[src/rtl/sys_defs.sv]
// Shared processor definitions: data width, ifetch parameter defaults and the
// IF->ID packet handed from the fetch queue to decode.
package sys_defs;

    localparam int unsigned XLEN = 32;

    localparam int unsigned     FETCH_WIDTH_DEF = 2;
    localparam int unsigned     IBUF_DEPTH_DEF  = 8;
    localparam logic [XLEN-1:0] RESET_PC_DEF    = XLEN'(0);

    // One fetched instruction with its address and fall-through address
    typedef struct packed {
        logic [31:0]     inst;
        logic [XLEN-1:0] PC;
        logic [XLEN-1:0] NPC;
        logic            valid;
    } IF_ID_PACKET;

endpackage

[src/rtl/ifetch_ibuf.sv]
// Instruction buffer: circular FIFO accepting up to FETCH_WIDTH entries and
// releasing up to FETCH_WIDTH entries per cycle.
// Ports:
//   clock_i, reset_i  - clock, synchronous active-high reset
//   flush_i           - empty the buffer at the next edge (ignores enq/deq)
//   enq_cnt_i         - number of enq_data_i slots to append (caller bounds to space)
//   enq_data_i        - entries to append, slot 0 first
//   deq_cnt_i         - number of head entries to drop (caller bounds to count)
//   head_data_o       - raw entries at head, head_data_o[0] is the oldest
//   count_o           - current occupancy
module ifetch_ibuf
    import sys_defs::*;
#(
    parameter int unsigned  FETCH_WIDTH = FETCH_WIDTH_DEF,
    parameter int unsigned  IBUF_DEPTH  = IBUF_DEPTH_DEF,
    localparam int unsigned PTR_W       = $clog2(IBUF_DEPTH),
    localparam int unsigned CNT_W       = $clog2(IBUF_DEPTH + 1),
    localparam int unsigned FC_W        = $clog2(FETCH_WIDTH + 1)
) (
    input  logic              clock_i,
    input  logic              reset_i,
    input  logic              flush_i,
    input  logic [FC_W-1:0]   enq_cnt_i,
    input  IF_ID_PACKET       enq_data_i  [FETCH_WIDTH],
    input  logic [FC_W-1:0]   deq_cnt_i,
    output IF_ID_PACKET       head_data_o [FETCH_WIDTH],
    output logic [CNT_W-1:0]  count_o
);

    IF_ID_PACKET       mem_q [IBUF_DEPTH];
    logic [PTR_W-1:0]  head_q, head_d;
    logic [PTR_W-1:0]  tail_q, tail_d;
    logic [CNT_W-1:0]  count_q, count_d;

    // Pointer/occupancy update; pointers wrap naturally at PTR_W bits
    always_comb begin
        head_d  = head_q + PTR_W'(deq_cnt_i);
        tail_d  = tail_q + PTR_W'(enq_cnt_i);
        count_d = count_q + CNT_W'(enq_cnt_i) - CNT_W'(deq_cnt_i);
        if (flush_i) begin
            head_d  = '0;
            tail_d  = '0;
            count_d = '0;
        end
    end

    always_ff @(posedge clock_i) begin
        if (reset_i) begin
            head_q  <= '0;
            tail_q  <= '0;
            count_q <= '0;
        end else begin
            head_q  <= head_d;
            tail_q  <= tail_d;
            count_q <= count_d;
        end
    end

    // Storage is not reset; unoccupied slots are masked by the consumer
    always_ff @(posedge clock_i) begin
        for (int i = 0; i < int'(FETCH_WIDTH); i++) begin
            if (!reset_i && !flush_i && (FC_W'(i) < enq_cnt_i)) begin
                mem_q[tail_q + PTR_W'(i)] <= enq_data_i[i];
            end
        end
    end

    // Head window read
    always_comb begin
        for (int i = 0; i < int'(FETCH_WIDTH); i++) begin
            head_data_o[i] = mem_q[head_q + PTR_W'(i)];
        end
    end

    assign count_o = count_q;

endmodule

[src/rtl/ifetch_queue.sv]
// Instruction fetch stage with a decoupling queue: holds the PC, arbitrates
// redirects, picks instruction words out of the 64-bit icache block and
// buffers them for decode.
// Ports:
//   clock, reset                        - clock, synchronous active-high reset
//   if_valid                            - fetch enable (dequeue unaffected)
//   certain_branch_pc/_req              - resolved taken branch from EX (flushes)
//   rob_target_pc/_req                  - ROB recovery (flushes)
//   branch_pred_pc/_req                 - predictor redirect (keeps buffer)
//   Icache2proc_data/_valid             - block and hit for proc2Icache_addr
//   dispatch_count                      - head entries consumed this cycle
//   proc2Icache_addr                    - 8-byte aligned fetch address
//   if_packet                           - buffer head, slot 0 oldest
//   PC_reg_debug, count_debug           - current PC and buffer occupancy
module ifetch_queue
    import sys_defs::*;
#(
    parameter int unsigned     FETCH_WIDTH = FETCH_WIDTH_DEF,
    parameter int unsigned     IBUF_DEPTH  = IBUF_DEPTH_DEF,
    parameter logic [XLEN-1:0] RESET_PC    = RESET_PC_DEF,
    localparam int unsigned    CNT_W       = $clog2(IBUF_DEPTH + 1),
    localparam int unsigned    FC_W        = $clog2(FETCH_WIDTH + 1)
) (
    input  logic              clock,
    input  logic              reset,
    input  logic              if_valid,
    input  logic [XLEN-1:0]   certain_branch_pc,
    input  logic              certain_branch_req,
    input  logic [XLEN-1:0]   rob_target_pc,
    input  logic              rob_target_req,
    input  logic [XLEN-1:0]   branch_pred_pc,
    input  logic              branch_pred_req,
    input  logic [63:0]       Icache2proc_data,
    input  logic              Icache2proc_data_valid,
    input  logic [FC_W-1:0]   dispatch_count,
    output logic [XLEN-1:0]   proc2Icache_addr,
    output IF_ID_PACKET       if_packet [FETCH_WIDTH],
    output logic [XLEN-1:0]   PC_reg_debug,
    output logic [CNT_W-1:0]  count_debug
);

    logic [XLEN-1:0]  pc_q, pc_d;
    logic [CNT_W-1:0] count;
    logic             flush;
    logic             redirect;
    logic [XLEN-1:0]  redirect_pc;
    logic [CNT_W-1:0] space;
    logic [FC_W-1:0]  cand;
    logic [FC_W-1:0]  enq_cnt;
    logic [FC_W-1:0]  valid_slots;
    logic [FC_W-1:0]  deq_cnt;
    IF_ID_PACKET      enq_data [FETCH_WIDTH];
    IF_ID_PACKET      head_raw [FETCH_WIDTH];

    // Redirect arbitration: certain > ROB > predictor, target word-aligned
    always_comb begin
        flush       = certain_branch_req | rob_target_req;
        redirect    = flush | branch_pred_req;
        redirect_pc = branch_pred_pc;
        if (certain_branch_req) begin
            redirect_pc = certain_branch_pc;
        end else if (rob_target_req) begin
            redirect_pc = rob_target_pc;
        end
        redirect_pc[1:0] = 2'b00;
    end

    // Enqueue/dequeue sizing; space is measured before this cycle's dequeue
    always_comb begin
        space = CNT_W'(IBUF_DEPTH) - count;
        cand  = '0;
        if (!redirect && if_valid && Icache2proc_data_valid) begin
            // An odd-word PC can only use the upper half of the block
            cand = pc_q[2] ? FC_W'(1) : FC_W'(FETCH_WIDTH);
        end
        enq_cnt = (CNT_W'(cand) > space) ? FC_W'(space) : cand;

        valid_slots = (count < CNT_W'(FETCH_WIDTH)) ? FC_W'(count) : FC_W'(FETCH_WIDTH);
        deq_cnt     = (dispatch_count > valid_slots) ? valid_slots : dispatch_count;
        if (flush) begin
            deq_cnt = '0;
        end
    end

    // Word selection: slot 0 takes the word PC points at, slot 1 the high word
    always_comb begin
        for (int i = 0; i < int'(FETCH_WIDTH); i++) begin
            enq_data[i]       = '0;
            enq_data[i].PC    = pc_q + XLEN'(4 * i);
            enq_data[i].NPC   = pc_q + XLEN'(4 * i + 4);
            enq_data[i].inst  = (i == 0 && !pc_q[2]) ? Icache2proc_data[31:0]
                                                     : Icache2proc_data[63:32];
            enq_data[i].valid = 1'b1;
        end
    end

    // Next PC: redirect target, else advance past what was accepted
    always_comb begin
        pc_d = pc_q + (XLEN'(enq_cnt) << 2);
        if (redirect) begin
            pc_d = redirect_pc;
        end
    end

    always_ff @(posedge clock) begin
        if (reset) begin
            pc_q <= RESET_PC;
        end else begin
            pc_q <= pc_d;
        end
    end

    ifetch_ibuf #(
        .FETCH_WIDTH (FETCH_WIDTH),
        .IBUF_DEPTH  (IBUF_DEPTH)
    ) u_ibuf (
        .clock_i     (clock),
        .reset_i     (reset),
        .flush_i     (flush),
        .enq_cnt_i   (enq_cnt),
        .enq_data_i  (enq_data),
        .deq_cnt_i   (deq_cnt),
        .head_data_o (head_raw),
        .count_o     (count)
    );

    // Present occupied head slots; empty slots read as all-zero
    always_comb begin
        for (int i = 0; i < int'(FETCH_WIDTH); i++) begin
            if (CNT_W'(i) < count) begin
                if_packet[i]       = head_raw[i];
                if_packet[i].valid = 1'b1;
            end else begin
                if_packet[i] = '0;
            end
        end
    end

    assign proc2Icache_addr = {pc_q[XLEN-1:3], 3'b000};
    assign PC_reg_debug     = pc_q;
    assign count_debug      = count;

endmodule

[config.mk]
export PLATFORM = sky130hd
export DESIGN_NAME = ifetch_queue
export DESIGN_NICKNAME = d
export VERILOG_FILES = /design/src/rtl/sys_defs.sv /design/src/rtl/ifetch_ibuf.sv /design/src/rtl/ifetch_queue.sv
export SDC_FILE = /design/constraint.sdc
export NUM_CORES = 2
export LEC_CHECK = 0
export ABC_AREA = 1
export ABC_CLOCK_PERIOD_IN_PS = 9550
export CELL_PAD_IN_SITES_DETAIL_PLACEMENT = 1
export CELL_PAD_IN_SITES_GLOBAL_PLACEMENT = 1
export CORE_UTILIZATION = 39
export DETAILED_ROUTE_END_ITERATION = 12
export PLACE_DENSITY_LB_ADDON = 0.1
export SKIP_CTS_REPAIR_TIMING = 1
export SLEW_MARGIN = 20
export SYNTH_ARGS = -nofsm -noshare
export SYNTH_HDL_FRONTEND = slang
export SYNTH_SLANG_ARGS = --single-unit
export TNS_END_PERCENT = 50
[constraint.sdc]
create_clock -name clock -period 9.55 [get_ports clock]
set_input_delay 1.4325 -clock clock [delete_from_list [all_inputs] [get_ports clock]]
set_output_delay 1.4325 -clock clock [all_outputs]
set_load 0.02 [all_outputs]
==> flow_metrics.tcl <==
set metrics [dict create \
    detailedPlacementHpwl_microns 135000 \
    cts.sinks 776 \
    cap_viol_max_count 0 \
    crit_path_cell_trace "clkdlybuf4s50_1, inv_2, nand2_2, nor2_4, nand4_1, ha_1, nand2_1, nand3_1, nor2_2, nand3_1, nand2_4, nand3_4, nand2_4, buf_4" \
    die_area_sq_um 133000 \
    finClkSkew_ns 0.0254 \
    timing.critical_path.to_type "register" \
    finalSetupTns_ns 0 \
    total_number_of_placement_rows 132 \
    nFillCells 15800 \
    critPathKind "in -> reg" \
    antenna_left 0 \
    final-max-slew-violation-count 0 \
    dieHeight_microns 365 \
    synth_edf_count 736 \
    dp_slack_ns 1.59 \
    hold_path_class "reg -> reg" \
    drive_gt1_share_pct 4.60 \
    cp_launch_type "input pin" \
    crit_arrival_ns 7.71 \
    timing.critical_path.buf_inv 3 \
    floorplan.initialDensity_pct 39.5 \
    grt_max_degree 255 \
    first_global_vias 52900 \
    final_min_period_over_clock_period_pct 77.2 \
    cp_top_family "simple AND/OR/NAND/NOR gates" \
    timing.critical_path.fanout_max 56 \
    leakage_power_of_the_design_nw 22.7 \
    viasPerCell 6.19 \
    worst_slew_pin_slew_ns 1.23 \
    metal_1_wl_microns 97400 \
    highest_cell_delay_on_the_worst_timing_path_ns 1.16 \
    h-tree-depth 3 \
    numPortBuffers 411 \
    finish.net_count 6986 \
    run_status "completed" \
    number_of_cts_inserted_buffers 95 \
    finalHoldViolCount 0 \
    grt_pass1_wl_microns 350000 \
    num_io_pins 431 \
    antenna_violations_before_repair 5 \
    clk_root_buffer_cell "sky130_fd_sc_hd__clkbuf_16" \
    max_clock_freq_ghz 0.136 \
    synth_async_sr_flop_share_pct 0 \
    finalCriticalPeriod_ns 7.37 \
    first_pass_iters 5 \
    p_per_area_nw_per_um2 145 \
    post-route-cell-area_sq_um 58900 \
    synth_area_per_cell_sq_um 7.43 \
    worst_slew_margin_rel_pct 17.7 \
    detailroute.via_count 53300 \
    synth-seq-cells 776 \
    ys_dominant_reg_cell "sky130_fd_sc_hd__edfxtp_1" \
    worst_skew_pair.late_latency_ns 0.70 \
    clk_path_buf_depth 3 \
    hold_slack_ns 0.565 \
    metal2_wl_microns 114000 \
    remaining_drc_errors 0 \
    cts_tree "built" \
    fp.dieW_microns 365 \
    cts.clk_slew.worst_paths_ns 0.06 \
    synth-warning-count 0 \
    globalplace.congestion 0.857 \
    setup_viol 0 \
    yosys.cell_types.count 38 \
    data_required_time_at_the_worst_endpoint_ns 9.89 \
    drt-initial-drc-count 5210 \
    ir_worst_vdd_mv 0.124 \
    syn_to_final_growth_pct 14.5 \
    overall_global_routing_usage_pct 35.3 \
    gr_ovfl_total 0 \
    synth_cells 6923 \
    totalWireLength_microns 242000 \
    rsz0062_at_grt "false" \
    route.top_layer_used "met4" \
    finalWorstSetupSlack_ns 2.18 \
    routed-wl-met3_microns 19800 \
    avgRoutedWirePerCell_microns 28.1 \
    core_sq_um 130000 \
    place_area_sq_um 55900 \
    crit_slowest_cell "sky130_fd_sc_hd__nand2_4" \
    ys_seq_area_share_pct 44.5 \
    syn-cell-area_sq_um 51500 \
]
==> synth_stat cells (92+ instances only) <==
master,number,area [sq um]
sky130_fd_sc_hd__a31oi_1,92,576
sky130_fd_sc_hd__o21ai_0,950,4750
sky130_fd_sc_hd__nand2_1,2101,7890
sky130_fd_sc_hd__a21oi_1,502,2510
sky130_fd_sc_hd__nor2_1,542,2030
sky130_fd_sc_hd__clkbuf_1,443,1660
sky130_fd_sc_hd__nand4_1,527,3300
sky130_fd_sc_hd__edfxtp_1,736,22100
sky130_fd_sc_hd__o211ai_1,118,886
sky130_fd_sc_hd__inv_1,282,1060
sky130_fd_sc_hd__buf_2,143,716
==> per-stage QoR <==
step / total power [mW] / cells / util [%]
after CTS: 8.55 / 8614 / 45.3
after detailed placement: 4.95 / 8438 / 42.9
final: 8.55 / 8616 / 45.3
after global placement: 4.92 / 8438 / 42.9
after floorplan: 4.49 / 6935 / -
after global routing: 8.77 / 8616 / 45.3
==> report_power, final <==
group / internal, mW / total [mW] / switching, mW
Combinational: 0.346 / 1.06 / 0.713
Clock: 2.10 / 3.65 / 1.55
Sequential: 3.77 / 3.84 / 0.0640
==> final cells by class <==
cell class	instances	area [sq um]	share of cell area, %
Tap cell	1742	2180	3.70
Sequential cell	776	22900	38.9
Clock buffer	126	2670	4.54
Inverter	286	1090	1.85
Antenna cell	2	5.00	0.00849
Multi-Input combinational cell	5130	24600	41.8
Timing Repair Buffer	504	5050	8.57
Clock inverter	50	388	0.658
==> worst register-to-register path: cells and delay by family (launching register included) <==
kind	cells	cell delay [ns]
AND/OR/NAND/NOR	6	3.10
buffers and inverters	3	0.82
adder cells (fa/ha/maj)	2	0.65
flip-flops	1	0.45
AO/OA/AOI/OAI	1	0.18
==> cells by family (layout without fill, tap and decap cells) <==
logic type | Yosys count | after routing | synth area share [%]
and+or+nand+nor | 3282 | 3282 | 27.1
AOI/OAI and AO/OA | 1755 | 1755 | 18.3
buffers and inverters | 1029 | 966 | 8.44
DFF | 776 | 776 | 44.5
xor gates and xnor gates | 56 | 56 | 0.968
adders and majority gates | 24 | 24 | 0.657
other | 1 | 15 | 0.00729
==> flip-flops by register name, summed over array words and instances, names as in the netlist <==
signal / flops
u_ibuf.mem_q: 736
PC_reg_debug: 30
u_ibuf.count_o: 4
u_ibuf.head_q: 3
u_ibuf.tail_q: 3
==> layout by cell type, fill, tap and decap left out, drive strengths merged, types with 9 or more instances in the layout <==
master,synthesis,routed
a21oi,502,502
clkinv,1,48
nand2,2104,2104
nand3,79,79
dfxtp,40,40
edfxtp,736,736
inv,285,282
nand4,527,527
a31oi,92,92
o21ai,951,951
o211ai,118,118
o21a,91,91
clkdlybuf4s50,0,411
or2,9,9
xor2,53,53
ha,19,19
nor2,553,553
clkbuf,445,126
conb,1,13
buf,298,93
==> routing by layer <==
metal | track usage, % | vias up
li1 | - | 23500
met5 | 0 | -
met3 | 4.81 | 550
met2 | 59.1 | 2558
met4 | 15.7 | 0
met1 | 45.4 | 26700
==> worst paths after layout <==
| kind | from | endpoint | slack (ns) | cells after the start |
|---|---|---|---|---|
| max reg2reg | u_ibuf.count_o[0]$_SDFF_PP0_ | u_ibuf.mem_q[4][74]$_DFFE_PP_ | 3.95 | 12 |
| min | PC_reg_debug[4]$_SDFF_PP0_ | PC_reg_debug[4]$_SDFF_PP0_ | 0.57 | 3 |
| max | certain_branch_req | u_ibuf.mem_q[4][74]$_DFFE_PP_ | 2.18 | 14 |
| min reg2reg | PC_reg_debug[4]$_SDFF_PP0_ | PC_reg_debug[4]$_SDFF_PP0_ | 0.57 | 3 |
No activity file was read; power rests on OpenSTA's default activity.
